<file path="src/rtl/mux3_1_always.sv">
// 3:1 multiplexer with registered output and a toggle counter on the registered value.
// Two equivalent variants: procedural (mux3_1_always) and continuous-assignment (mux3_1_assign).

module mux3_1_always #(
    parameter int unsigned CNT_W = 8
) (
    input  logic             clk,
    input  logic             rst,
    input  logic             D0,
    input  logic             D1,
    input  logic             D2,
    input  logic             S0,
    input  logic             S1,
    output logic             Y,
    output logic             Y_q,
    output logic             sel_hi,
    output logic [CNT_W-1:0] tog_cnt
);

    // S1 has priority: both 10 and 11 select D2.
    always_comb begin
        Y = D0;
        case ({S1, S0})
            2'b00:   Y = D0;
            2'b01:   Y = D1;
            default: Y = D2;
        endcase
    end

    always_comb begin
        sel_hi = S1 & S0;
    end

    always_ff @(posedge clk or posedge rst) begin
        if (rst) begin
            Y_q     <= 1'b0;
            tog_cnt <= '0;
        end else begin
            Y_q <= Y;
            if (Y != Y_q) begin
                tog_cnt <= tog_cnt + CNT_W'(1);
            end
        end
    end

endmodule


</file>
<file path="config.mk">
export PLATFORM = sky130hd
export DESIGN_NAME = mux3_1_always
export DESIGN_NICKNAME = d
export VERILOG_FILES = /design/src/rtl/mux3_1_always.sv
export SDC_FILE = /design/constraint.sdc
export NUM_CORES = 1
export LEC_CHECK = 0
export ABC_AREA = 1
export BUFFER_PORTS_ARGS = -buffer_cell sky130_fd_sc_hd__buf_2
export CAP_MARGIN = 20
export CORE_AREA = 2 2 39 41
export CTS_BUF_LIST = sky130_fd_sc_hd__clkbuf_8 sky130_fd_sc_hd__clkbuf_16
export DETAILED_ROUTE_END_ITERATION = 12
export DIE_AREA = 0 0 41 43
export GPL_TIMING_DRIVEN = 0
export PLACE_DENSITY = 0.7
export SYNTH_ARGS = -nofsm -noshare
export SYNTH_HDL_FRONTEND = slang
export SYNTH_SLANG_ARGS = --single-unit
</file>
<file path="constraint.sdc">
create_clock -name clk -period 3.25 [get_ports clk]
set_input_delay 0 -clock clk [delete_from_list [all_inputs] [get_ports clk]]
set_output_delay 0 -clock clk [all_outputs]
set_load 0.05 [all_outputs]
</file>
-- Word level (Yosys, flattened, before mapping)
Cells that the tools add are included.
- bits in registers: 9
- output and inout port bits: 11
- logic and storage cells: 8
- $add $sub $neg: 1
- equal/unequal tests: 2
- muxes and demuxes: 1
- bitwise gates (word level): 1
- reduce and logical (&&, ||, !) cells: 1
- operator list (operator ; count):
    $add 8x1->8 const B ; 1
    $eq 2x1->1 const B ; 1
    $logic_not 2->1 ; 1
    $pmux 1 s2 ; 1
    $and 1x1->1 ; 1
    $ne 1x1->1 ; 1

-- Longest topological paths before layout
- word-level depth: 3
- depth in mapped cells: 7

-- Least setup slack after synthesis
No wires, ideal clock.
- kind: reg2reg
- start point: register tog_cnt[1]
- end point: register tog_cnt[6]
- setup time: 119 ps
- data arrival time: 1384 ps
- data required time: 3131 ps
- path slack: 1747 ps
- cell stages (with the launch flop): 7
- path buffers: 0
- period minus slack after synthesis: 1503 ps
- cell sequence: dfrtp_1 -> ha_1 -> nand3_1 -> o21ai_0 -> nand2_1 -> nand2_1 -> nand2_1
- cells in the longest elaborated chain, start to end: 1
- ends and longest elaborated chain (item ; line ; source):
    from (decl) ; 17 ; output logic [CNT_W-1:0] tog_cnt
    from (signal assigned) ; 41 ; tog_cnt <= tog_cnt + CNT_W'(1);
    $add 8x1->8 ; 41 ;
No other way between the ends.
A chain may end at the register's enable or synchronous reset.

-- Worst setup path after layout
Same ends and word-level chain as after synthesis.

==> reports/qor.yml <==
reg2reg_to: "tog_cnt[6]"
period_needed_ns: 1.210
hold_start: "D2"
regArea_um2: 225.2
ir_drop_mv: 0.3558
std_cell_rows: 14
yosysTopAreaCell: "dfrtp_1"
yosysMostFrequentCell: "nand2_1"
dieArea_mm2: 0.001763
synth-simple-area-share_pct: 48.08
synth_compound_area_share_pct: 1.709
stdcell_count: 116
powerDensity_mw_per_mm2: 793.2
first_global_vias: 477
reg2reg_from: "tog_cnt[1]"
start_util_pct: 42.31
synth_top_area_share_pct: 38.46
worst-path-buf-inv: 0
crit_family: "flip-flops"
grt_max_degree: 10
syn_inst: 78
cp_slowest_stage_delay_ns: 0.40
cp.arrival_ns: 1.33
path_max_fanout: 5
rrSetupSlack_ns: 2.04
rsz0062_at_grt: "no"
rr_worst_depth: 6
clock-sinks: 9
antenna_cells: 0
io_buffers: 17
synth_nets: 86
clk_pin_slew_ns: 0.05
grt_overflow: 0
fp.dieH_um: 43
relSlewSlack_pct: 76.09
place.gp.congestion: 0.7594
cp-end-kind: "flip-flop"
via_count: 580
synth_top_family_by_area: "simple AND/OR/NAND/NOR gates"
antenna_found_initial: 0
clk_latency_ns: 0.23
start_kind: "flip-flop"
synthTopCellsByCount: "nand2_1, nand3_1, dfrtp_1"
post-dp-hpwl_um: 958.3
ys_warn_count: 0
finalPower_mw: 0.5915
htreeDepth: 1
dp.cells: 111
fmax_mhz: 826.6
hold_depth: 3
vias_per_cell: 5.000
cts_root_buf: "clkbuf_8"
ctsLongestPathBuffers: 2
holdPathEnd: "Y_q"
critPathRequiredTime_ns: 3.37
synth-async-reset-ratio_pct: 100.0
yosys.area_share.xor_xnor_pct: 4.487
synth_cell_types: 16
cts_tree: "yes"
placed_area_um2: 690.7
drtPass1Iterations: 4
fin_worst_skew_ns: 0.005067
place_ws_ns: 2.036
fill_cells: 145
final_area_um2: 745.7
coreArea_mm2: 0.001384
power.leakage_nw: 0.4119
cap_violations: 0
seq_area_frac_synth_pct: 38.46
numCtsBuffers: 3
ys_ff_latch: 9
drc: 0
status: "finished clean"
crit_chain: "ha_1 -> nand3_1 -> o21ai_0 -> nand2_1 -> nand2_1 -> nand2_1"
hold_violations: 0
grt_pass1_wl_um: 1863
finalMaxSlewViolations: 0
fin_hold_ws_ns: 0.1329
synthMuxAreaShare_pct: 0
fin_util_pct: 53.89
finalWirelength_um: 1211
ys_top_cells_by_area: "dfrtp_1, nand2_1, nand3_1"
worst_slack_ns: 2.040
fin_nets: 109
antenna_left: 0
ios: 18
die-width_um: 41
synth-edff-count: 0
multiInputGateArea_um2: 330.3
ys.flop_type: "dfrtp_1"
worst_pin_slew_ns: 0.3582
post_cts_resized: 0
wl_per_cell_um: 10.44
synthAdderAreaFrac_pct: 2.137
path_common_cell: "nand2_1"
drive_gt1_share_pct: 26.00
first_iter_violations: 7
finalSetupTns_ns: 0
worst_path_max_delay_cell: "dfrtp_1"
track_usage_pct: 15.99
netlist_area_um2: 585.6
hold_path.class: "input pin to flip-flop"
fin_crit_sh_pct: 37.22
area_growth_pct: 27.35
avgSynthCellArea_um2: 7.507
crit_type: "flip-flop to flip-flop"
finalSetupViolCount: 0
## how the worst max path moves through the flow
stage                           from          to  slack (ns)  depth (start not counted)
after floorplan           tog_cnt[1]  tog_cnt[6]        1.75                          6
after global placement    tog_cnt[0]  tog_cnt[6]        2.06                          6
after detailed placement  tog_cnt[1]  tog_cnt[6]        2.04                          6
after CTS                 tog_cnt[1]  tog_cnt[6]        2.04                          6
after global routing      tog_cnt[1]  tog_cnt[6]        1.87                          6
final                     tog_cnt[1]  tog_cnt[6]        2.04                          6
## report_power, final
group	switching, mW	leakage (nW)	internal, mW
sequential	0.0480	0.117	0.145
clock	0.0408	0.0269	0.0820
combinational	0.198	0.268	0.0780
total	0.287	0.412	0.305
## area by class of cell
class	count	share of cell area, %
flip-flops and latches	9	30.20
clock buffers	3	5.537
repair buffers	18	12.75
inverters	8	4.027
well taps	16	2.685
clock inverters	1	0.5034
multi-input cells	61	44.30
## cells by family (layout without fill, tap and decap cells)
kind of cell,Yosys count,in the layout
AOI/OAI and AO/OA,2,2
and+or+nand+nor,55,55
adders and majority gates,1,1
buffers and inverters,8,30
xor gates and xnor gates,3,3
DFF,9,9
## worst min-delay path, cell delays in order
cell and delay (ns):
buf_2 0.09, nand2_1 0.11, nand3_1 0.12
## routing by layer
metal	part of all wire, %	global-route usage (%)	wire [um]
met3	4.0	4.712	49
met4	1.2	10.00	14
met2	50	25.00	610
met5	0	0	0
met1	44	17.82	537
## sequential cells by signal, summed over array words and instances (netlist names)
register	flops
tog_cnt	8
Y_q	1
## timing repair
item | CTS | global route
hold buffers | 1 | 0
endpoints found under the hold margin | 9 | 0
endpoints found under the setup margin | 0 | 0
buffers inserted | 0 | 0
## cells in the final DEF, fill, tap and decap left out
cell,Yosys,routed
buf_2,0,17
clkbuf_8,0,3
dfrtp_1,9,9
dlygate4sd3_1,0,1
ha_1,1,1
inv_1,6,7
inv_2,2,2
nand2_1,27,27
nand2_4,1,1
nand3_1,18,18
nand3_4,1,1
nand3b_1,1,1
nand4_1,2,2
nand4_4,1,1
nor2_1,3,3
o21ai_0,2,2
or2_4,1,1
xnor2_1,2,2
xor2_1,1,1
No activity file was read; power rests on OpenSTA's default activity.
